$ cat config.mk
export PLATFORM = sky130hd
export DESIGN_NAME = display_scan_ctrl
export DESIGN_NICKNAME = d
export VERILOG_FILES = /design/src/rtl/display_scan_ctrl.sv
export SDC_FILE = /design/constraint.sdc
export NUM_CORES = 1
export LEC_CHECK = 0
export CAP_MARGIN = 20
export CORE_ASPECT_RATIO = 2
export CORE_MARGIN = 2
export CORE_UTILIZATION = 35
export CTS_BUF_LIST = sky130_fd_sc_hd__clkbuf_8
export CTS_CLUSTER_SIZE = 10
export DETAILED_ROUTE_END_ITERATION = 12
export GPL_ROUTABILITY_DRIVEN = 0
export PLACE_DENSITY_LB_ADDON = 0.2
export SLEW_MARGIN = 20
export SYNTH_ARGS = -nofsm -noshare
export SYNTH_HDL_FRONTEND = slang
export SYNTH_SLANG_ARGS = --single-unit
$ cat constraint.sdc
create_clock -name clk -period 2.8 [get_ports clk]
set_input_delay 0.56 -clock clk [delete_from_list [all_inputs] [get_ports clk]]
set_output_delay 0.56 -clock clk [all_outputs]
set_load 0.01 [all_outputs]
$ cat src/rtl/display_scan_ctrl.sv
// Round-robin scan of a shared 4-digit active-low 7-segment bus with frame-boundary double buffering.
// Define DISP_BLANK_EN to add an all-off anti-ghosting gap of BLANK_CYCLES at the end of every digit slot.
module display_scan_ctrl #(
  parameter int CLK_FREQ_HZ  = 12000000,
  parameter int REFRESH_HZ   = 1000,
  parameter int BLANK_CYCLES = 16
) (
  input  logic        clk,
  input  logic        rst,
  input  logic        en_in,
  input  logic        load,
  input  logic [15:0] value_in,
  input  logic [3:0]  dp_in,
  output logic [3:0]  en_disp,
  output logic [7:0]  digit_out,
  output logic        frame_done
);

  localparam int DIGIT_CYCLES = CLK_FREQ_HZ / REFRESH_HZ;
  localparam int CW = (DIGIT_CYCLES > 1) ? $clog2(DIGIT_CYCLES) : 1;
`ifdef DISP_BLANK_EN
  localparam int SHOW_CYCLES = DIGIT_CYCLES - BLANK_CYCLES;
  localparam logic [CW-1:0] SLOT_LAST = CW'(DIGIT_CYCLES - 1);
`else
  localparam int SHOW_CYCLES = DIGIT_CYCLES;
`endif
  localparam logic [CW-1:0] SHOW_LAST = CW'(SHOW_CYCLES - 1);

  generate
    if (DIGIT_CYCLES <= BLANK_CYCLES) begin : g_bad_cfg
      $error("display_scan_ctrl: DIGIT_CYCLES must be greater than BLANK_CYCLES");
    end
  endgenerate

`ifdef DISP_BLANK_EN
  typedef enum logic [1:0] {IDLE, SHOW, BLANK} state_t;
`else
  typedef enum logic {IDLE, SHOW} state_t;
`endif

  state_t        state, state_nxt;
  logic [CW-1:0] cnt, cnt_nxt;
  logic [1:0]    idx, idx_nxt;
  logic          fd_nxt;

  logic [15:0]   pend_val, shad_val, shad_val_nxt;
  logic [3:0]    pend_dp, shad_dp, shad_dp_nxt;
  logic          pend_flag;
  logic          copy;

  logic [3:0]    en_nxt;
  logic [7:0]    seg_nxt;
  logic [3:0]    nib;

  function automatic logic [7:0] hex_seg(input logic [3:0] n);
    logic [7:0] s;
    case (n)
      4'h0: s = 8'hC0;
      4'h1: s = 8'hF9;
      4'h2: s = 8'hA4;
      4'h3: s = 8'hB0;
      4'h4: s = 8'h99;
      4'h5: s = 8'h92;
      4'h6: s = 8'h82;
      4'h7: s = 8'hF8;
      4'h8: s = 8'h80;
      4'h9: s = 8'h90;
      4'hA: s = 8'h88;
      4'hB: s = 8'h83;
      4'hC: s = 8'hC6;
      4'hD: s = 8'hA1;
      4'hE: s = 8'h86;
      default: s = 8'h8E;
    endcase
    return s;
  endfunction

  always_ff @(posedge clk or negedge rst) begin
    if (!rst) begin
      state <= IDLE;
      cnt   <= '0;
      idx   <= '0;
    end else begin
      state <= state_nxt;
      cnt   <= cnt_nxt;
      idx   <= idx_nxt;
    end
  end

  always_comb begin
    state_nxt = state;
    cnt_nxt   = cnt;
    idx_nxt   = idx;
    fd_nxt    = 1'b0;
    if (!en_in) begin
      state_nxt = IDLE;
      cnt_nxt   = '0;
      idx_nxt   = '0;
    end else begin
      case (state)
        IDLE: begin
          state_nxt = SHOW;
          cnt_nxt   = '0;
          idx_nxt   = '0;
        end
        SHOW: begin
          cnt_nxt = cnt + 1'b1;
          if (cnt == SHOW_LAST) begin
`ifdef DISP_BLANK_EN
            state_nxt = BLANK;
`else
            cnt_nxt = '0;
            idx_nxt = idx + 2'd1;
            fd_nxt  = (idx == 2'd3);
`endif
          end
        end
`ifdef DISP_BLANK_EN
        BLANK: begin
          cnt_nxt = cnt + 1'b1;
          if (cnt == SLOT_LAST) begin
            state_nxt = SHOW;
            cnt_nxt   = '0;
            idx_nxt   = idx + 2'd1;
            fd_nxt    = (idx == 2'd3);
          end
        end
`endif
        default: state_nxt = IDLE;
      endcase
    end
  end

  // The shadow swap happens at the edge that ends the frame_done cycle; that same edge
  // registers the first digit-0 output, so the decode must look at the post-swap shadow.
  assign copy         = frame_done & pend_flag;
  assign shad_val_nxt = copy ? pend_val : shad_val;
  assign shad_dp_nxt  = copy ? pend_dp  : shad_dp;
  assign nib          = shad_val_nxt[{idx, 2'b00} +: 4];

  always_comb begin
    en_nxt  = 4'hF;
    seg_nxt = 8'hFF;
    if (en_in && state == SHOW) begin
      en_nxt  = ~(4'b0001 << idx);
      seg_nxt = hex_seg(nib);
      if (shad_dp_nxt[idx]) seg_nxt[7] = 1'b0;
    end
  end

  always_ff @(posedge clk or negedge rst) begin
    if (!rst) begin
      pend_val  <= '0;
      pend_dp   <= '0;
      pend_flag <= 1'b0;
      shad_val  <= '0;
      shad_dp   <= '0;
    end else begin
      shad_val <= shad_val_nxt;
      shad_dp  <= shad_dp_nxt;
      if (load) begin
        pend_val  <= value_in;
        pend_dp   <= dp_in;
        pend_flag <= 1'b1;
      end else if (copy) begin
        pend_flag <= 1'b0;
      end
    end
  end

  always_ff @(posedge clk or negedge rst) begin
    if (!rst) begin
      en_disp    <= 4'hF;
      digit_out  <= 8'hFF;
      frame_done <= 1'b0;
    end else begin
      en_disp    <= en_nxt;
      digit_out  <= seg_nxt;
      frame_done <= fd_nxt;
    end
  end

endmodule

==> results of run 1 <==
## registers in the layout, indices dropped and copies added, names as in the netlist
| name | count |
|---|---|
| pend_flag | 1 |
| pend_dp | 4 |
| shad_val | 16 |
| digit_out | 8 |
| frame_done | 1 |
| idx | 2 |
| pend_val | 16 |
| state | 1 |
| shad_dp | 4 |
| cnt | 14 |
| en_disp | 4 |
## metal layers
| metal | GRT usage, % | vias to the layer above | wire length, um |
|---|---|---|---|
| met3 | 2.52 | 14 | 171 |
| li1 | - | 940 | - |
| met1 | 13.8 | 988 | 2210 |
| met2 | 21.7 | 40 | 3150 |
| met5 | 0 | - | 0 |
| met4 | 9.73 | 0 | 235 |
## Yosys cell counts, types with 2 or more instances
| cell | n |
|---|---|
| xor2_1 | 9 |
| nor2_1 | 22 |
| buf_6 | 4 |
| xnor2_1 | 4 |
| nand2b_1 | 2 |
| ha_1 | 12 |
| mux4_1 | 3 |
| o21ai_1 | 3 |
| inv_1 | 12 |
| nand3_1 | 8 |
| mux2i_1 | 10 |
| mux4_2 | 4 |
| nand2_1 | 13 |
| dfrtp_1 | 59 |
| dfstp_2 | 12 |
| and3_1 | 3 |
| clkbuf_1 | 5 |
| a21oi_1 | 2 |
| and2_1 | 2 |
| o221ai_1 | 2 |
| o211ai_1 | 2 |
| mux2_2 | 36 |
| o21ai_0 | 3 |
## cell type report
class	instances	area (um2)	share of cell area, %
Inverter	12	45.0	1.15
Clock buffer	9	124	3.16
Sequential cell	71	1790	45.7
Tap cell	102	128	3.26
Timing Repair Buffer	43	420	10.7
Clock inverter	7	57.6	1.47
Multi-Input combinational cell	154	1350	34.5
## worst max-delay path, cell delays in order (launching register included)
cell	delay (ps)
dfrtp_1	420
nand2_4	230
mux4_2	540
mux2i_1	200
inv_1	120
ha_1	260
mux2_2	280
o31a_1	240
## placed cells by master, fill, tap and decap left out, drive strengths merged, types with 3 or more instances in the layout
cell	instances
buf	8
mux4	7
and3	3
mux2	36
clkbuf	9
nor2	22
nand3	8
clkinv	4
ha	12
o21ai	6
clkdlybuf4s50	35
mux2i	11
dfrtp	59
xnor2	4
dfstp	12
nand2	14
inv	14
xor2	9
## logic make-up after synthesis
logic type / count (synthesis) / share of synthesized area [%]
simple gates: 57 / 8.34
fa+ha+maj: 12 / 4.61
compound gates: 18 / 3.65
buf+inv: 22 / 3.50
mux: 54 / 21.4
xor+xnor: 13 / 3.50
flops: 71 / 55.0
## power groups by stage
| stage | Combinational [W] | Clock [W] | Sequential, W |
|---|---|---|---|
| 6_report | 0.000125 | 0.000776 | 0.00109 |
| 5_1_grt | 0.000140 | 0.000837 | 0.00109 |
| 4_1_cts | 0.000130 | 0.000803 | 0.00109 |
| 3_5_place_dp | 0.000130 | 0 | 0.00111 |
| 3_3_place_gp | 0.000127 | 0 | 0.00111 |
| 2_1_floorplan | 0.0000514 | 0 | 0.00110 |
## worst max path at each step
stage                    start           end
finish              frame_done  digit_out[3]
global route        frame_done  digit_out[3]
CTS                 frame_done  digit_out[3]
detailed placement  frame_done  digit_out[3]
global placement    frame_done  digit_out[3]
floorplan           frame_done  digit_out[3]
## per-stage QoR
| stage | setup WS, ps | area, um2 |
|---|---|---|
| 2_1_floorplan | 321 | 3260 |
| 3_3_place_gp | 485 | 3740 |
| 3_5_place_dp | 423 | 3740 |
| 4_1_cts | 413 | 3920 |
| 5_1_grt | 301 | 3920 |
| 6_report | 440 | 3920 |
==> impl_metrics.yaml, run 1 <==
run_status:
  status: "complete, no violations"
setup_path:
  end_kind: "register"
  worstSetupPathType: "reg2reg"
  crit_arrival_ps: 2640
  critPathLaunchType: "register"
  path_max_fanout: 17
  regToRegSetupSlack_ps: 440
  required_ps: 3080
  regToRegEndpoint: "digit_out[3]"
  ff2ff_path_depth: 7
  timing.rr.start: "frame_done"
clocking:
  numCtsBuffers: 9
  clk_pin_slew_ps: 70
  clk_latency_ps: 350
  cts_root_buf: "clkbuf_8"
  clock-sinks: 71
  postCtsHoldBufs: 0
  cts_setup_buffers: 0
  clockBufferDepth: 2
  cts_tree: "built"
  h-tree-depth: 3
  ctsResizeCount: 0
yosys:
  syn_area_per_cell_um2: 13.2
  synth.cell_area_um2: 3260
  async_flop_share_pct: 100
  synth_top_area_share_pct: 45.3
  ys.flop_type: "dfrtp_1"
  synth.area.top_cells: "dfrtp_1, mux2_2, dfstp_2"
  synth_seq_cells: 71
  ys_warn_count: 0
  synth_nets: 283
  yosysSeqAreaShare_pct: 55.0
  yosys.area.top_type: "dfrtp_1"
  synthCells: 247
  synth_cell_types: 38
  synth_edf_count: 0
floorplanning:
  start_util_pct: 36.1
  fp.coreArea_um2: 9010
  die-area_um2: 10100
  io_pins: 37
  die_h_um: 140
  row_count: 49
  die_w_um: 72.2
timing:
  hold_viol: 0
  finalSetupViolCount: 0
  worst_slew_pin_slew_ps: 635
  fin_crit_sh_pct: 84.3
  maxSlewViolCount: 0
  max-slew-margin-rel_pct: 57.7
  period_needed_ps: 2360
  setup_tns_ps: 0
  fin_worst_skew_ps: 5.95
  rsz0062_at_grt: "no"
  timing.hold.ws_ps: 218
  fmax_ghz: 0.424
drt:
  drc_errors: 0
  viasPerCell: 4.98
  ant_nets: 0
  drt-wirelength-per-cell_um: 14.5
  routed_wl_um: 5770
  drt-initial-drc-count: 54
  via_count: 1982
  drt_pass1_iterations: 4
pwr:
  power_switching_w: 0.000450
  pwr-share-seq_pct: 54.7
  power_w: 0.00199
  cellLeakagePower_nw: 1.80
  vdd_drop_max_mv: 0.271
  power_density_nw_per_um2: 508
  clockPowerShare_pct: 39.0
  power_switching_share_pct: 22.6
  p_int_w: 0.00154
  pwr-share-comb_pct: 6.3
global_routing:
  grt_start_max_net_pins: 46
  grt_pass1_vias: 2074
  antenna_found_initial: 0
  grt-ovfl-total: 0
  grt_pass1_wl_um: 9790
  grtUsageTotal_pct: 12.9
worst_hold_path:
  hp-class: "in2async"
final_layout:
  fillers: 846
  antenna-diode-count: 0
  final_cells: 398
  fin_util_pct: 43.5
  area_growth_syn_to_layout_pct: 20.3
  nNetsFinal: 327
  drive_gt1_share_pct: 25.7
job:
  max_cap_violations: 0
placed_design:
  hpwl_um: 4250
  portBuffers: 36
  dp.cells: 382
Power figures use the tool's default switching activity.
==> inputs of run 2 (changes only) <==
==> constraint.sdc (replaced) <==
create_clock -name clk -period 2.4 [get_ports clk]
set_input_delay 0.48 -clock clk [delete_from_list [all_inputs] [get_ports clk]]
set_output_delay 0.48 -clock clk [all_outputs]
set_load 0.01 [all_outputs]
==> impl_metrics.yaml, run 2 (synthesis results as in run 1) <==
timing:
  finalSetupViolCount: 0
  setup_tns_ps: 0
  maxSlewViolCount: 0
  worst_slew_pin_slew_ps: 551
  rsz0062_at_grt: "no"
  hold_viol: 0
  fmax_ghz: 0.449
  max-slew-margin-rel_pct: 63.3
  fin_ws_ps: 171
  fin_worst_skew_ps: 4.83
  period_needed_ps: 2230
  fin_crit_sh_pct: 92.9
final_layout:
  drive_gt1_share_pct: 28.6
  multiInputGateArea_um2: 1370
  fillers: 848
  final-seq-area_um2: 1790
  final_cells: 406
  antenna-diode-count: 0
  nNetsFinal: 335
  area_growth_syn_to_layout_pct: 22.8
  mostFrequentLayoutCells: "dfrtp_1, mux2_2, clkdlybuf4s50_1, nor2_1"
  reg_top3: "pend_val: 16 flops, shad_val: 16 flops, cnt: 14 flops"
  final_common_cell: "dfrtp_1"
setup_path:
  critPathLaunchType: "register"
  required_ps: 2680
  crit_chain: "nand2_4 > mux4_1 > mux2i_2 > inv_1 > ha_1 > mux2_2 > o31a_1"
  path_max_fanout: 7
  cp_slowest_cell: "mux4_1"
  slowest_delay_ps: 570
  crit_arrival_ps: 2500
  worstSetupPathType: "reg2reg"
  end_kind: "register"
  cp_num_buf_inv: 1
  cpLargestDelayFamily: "multiplexers"
pwr:
  pwr-share-comb_pct: 6.5
  p_int_w: 0.00175
  power_switching_w: 0.000507
  clockPowerShare_pct: 37.3
  power_density_nw_per_um2: 565
  pwr-share-seq_pct: 56.2
  vdd_drop_max_mv: 0.307
  cellLeakagePower_nw: 1.84
  power_switching_share_pct: 22.4
drt:
  viasPerCell: 4.91
  drc_errors: 0
  via_count: 1992
  ant_nets: 0
  drt_pass1_iterations: 4
  routed_wl_um: 5800
  drt-wirelength-per-cell_um: 14.3
  drt-initial-drc-count: 94
placed_design:
  portBuffers: 36
  dp.cells: 390
  hpwl_um: 4440
  dp_slack_ps: 159
global_routing:
  grt-ovfl-total: 0
  grt_start_max_net_pins: 34
  grt_pass1_vias: 2160
  antenna_found_initial: 0
  grtUsageTotal_pct: 13.4
  grt_pass1_wl_um: 10200
floorplanning:
  die_w_um: 72.2
  start_util_pct: 36.1
  row_count: 49
  die_h_um: 140
  die-area_um2: 10100
  io_pins: 37
  fp.coreArea_um2: 9010
job:
  max_cap_violations: 0
run_status:
  status: "complete, no violations"
clocking:
  clock-sinks: 71
  cts_setup_buffers: 0
  numCtsBuffers: 9
  ctsResizeCount: 0
  cts_tree: "built"
  h-tree-depth: 3
  clockBufferDepth: 2
  clk_pin_slew_ps: 70
  clk_latency_ps: 340
  postCtsHoldBufs: 0
  cts_root_buf: "clkbuf_8"
worst_hold_path:
  hp-class: "in2async"
==> run 2: path summary, 6_finish.rpt <==
path | start | to | slack (ps) | cells after the start
max | frame_done | digit_out[3] | 170 | 7
min | rst | pend_dp[1] | 120 | 1
max reg2reg | frame_done | digit_out[3] | 170 | 7
min reg2reg | shad_val[10] | shad_val[10] | 480 | 2
max in group asynchronous | rst | digit_out[0] | 1640 | 2
min in group clk | shad_val[10] | shad_val[10] | 480 | 2
==> run 2: per-layer routing <==
metal | up-vias | track usage, % | part of all wire [%]
met2 | 38 | 22.3 | 55
met5 | - | 0 | 0
li1 | 956 | - | -
met4 | 0 | 9.04 | 3.3
met1 | 981 | 14.6 | 38
met3 | 17 | 3.38 | 3.5
==> run 2: worst register-to-register path, cell delays in order, from the launching register on <==
cell and delay [ps]:
dfrtp_1 420, nand2_4 140, mux4_1 580, mux2i_2 180
inv_1 100, ha_1 230, mux2_2 290, o31a_1 240
==> run 2: final cells by class <==
type	instances	area share (%)
Inverter	12	1.13
Tap cell	102	3.19
Timing Repair Buffer	51	12.3
Clock inverter	5	0.594
Clock buffer	11	3.78
Sequential cell	71	44.8
Multi-Input combinational cell	154	34.2
==> run 2: stage by stage <==
step	hold WS, ps	area, um2	utilization [%]	power (W)
final	116	4000	44.4	0.00226
after global routing	150	4000	44.4	0.00238
after CTS	125	4000	44.4	0.00230
after detailed placement	469	3820	42.4	0.00145
after global placement	461	3820	42.4	0.00144
after floorplan	184	3270	-	0.00135
==> run 2: power by group through the flow <==
stage | clock network [W] | logic [W] | registers (W)
after CTS | 0.000878 | 0.000154 | 0.00127
after global routing | 0.000939 | 0.000164 | 0.00128
after detailed placement | 0 | 0.000153 | 0.00129
after global placement | 0 | 0.000151 | 0.00129
final | 0.000842 | 0.000148 | 0.00127
after floorplan | 0 | 0.0000599 | 0.00129
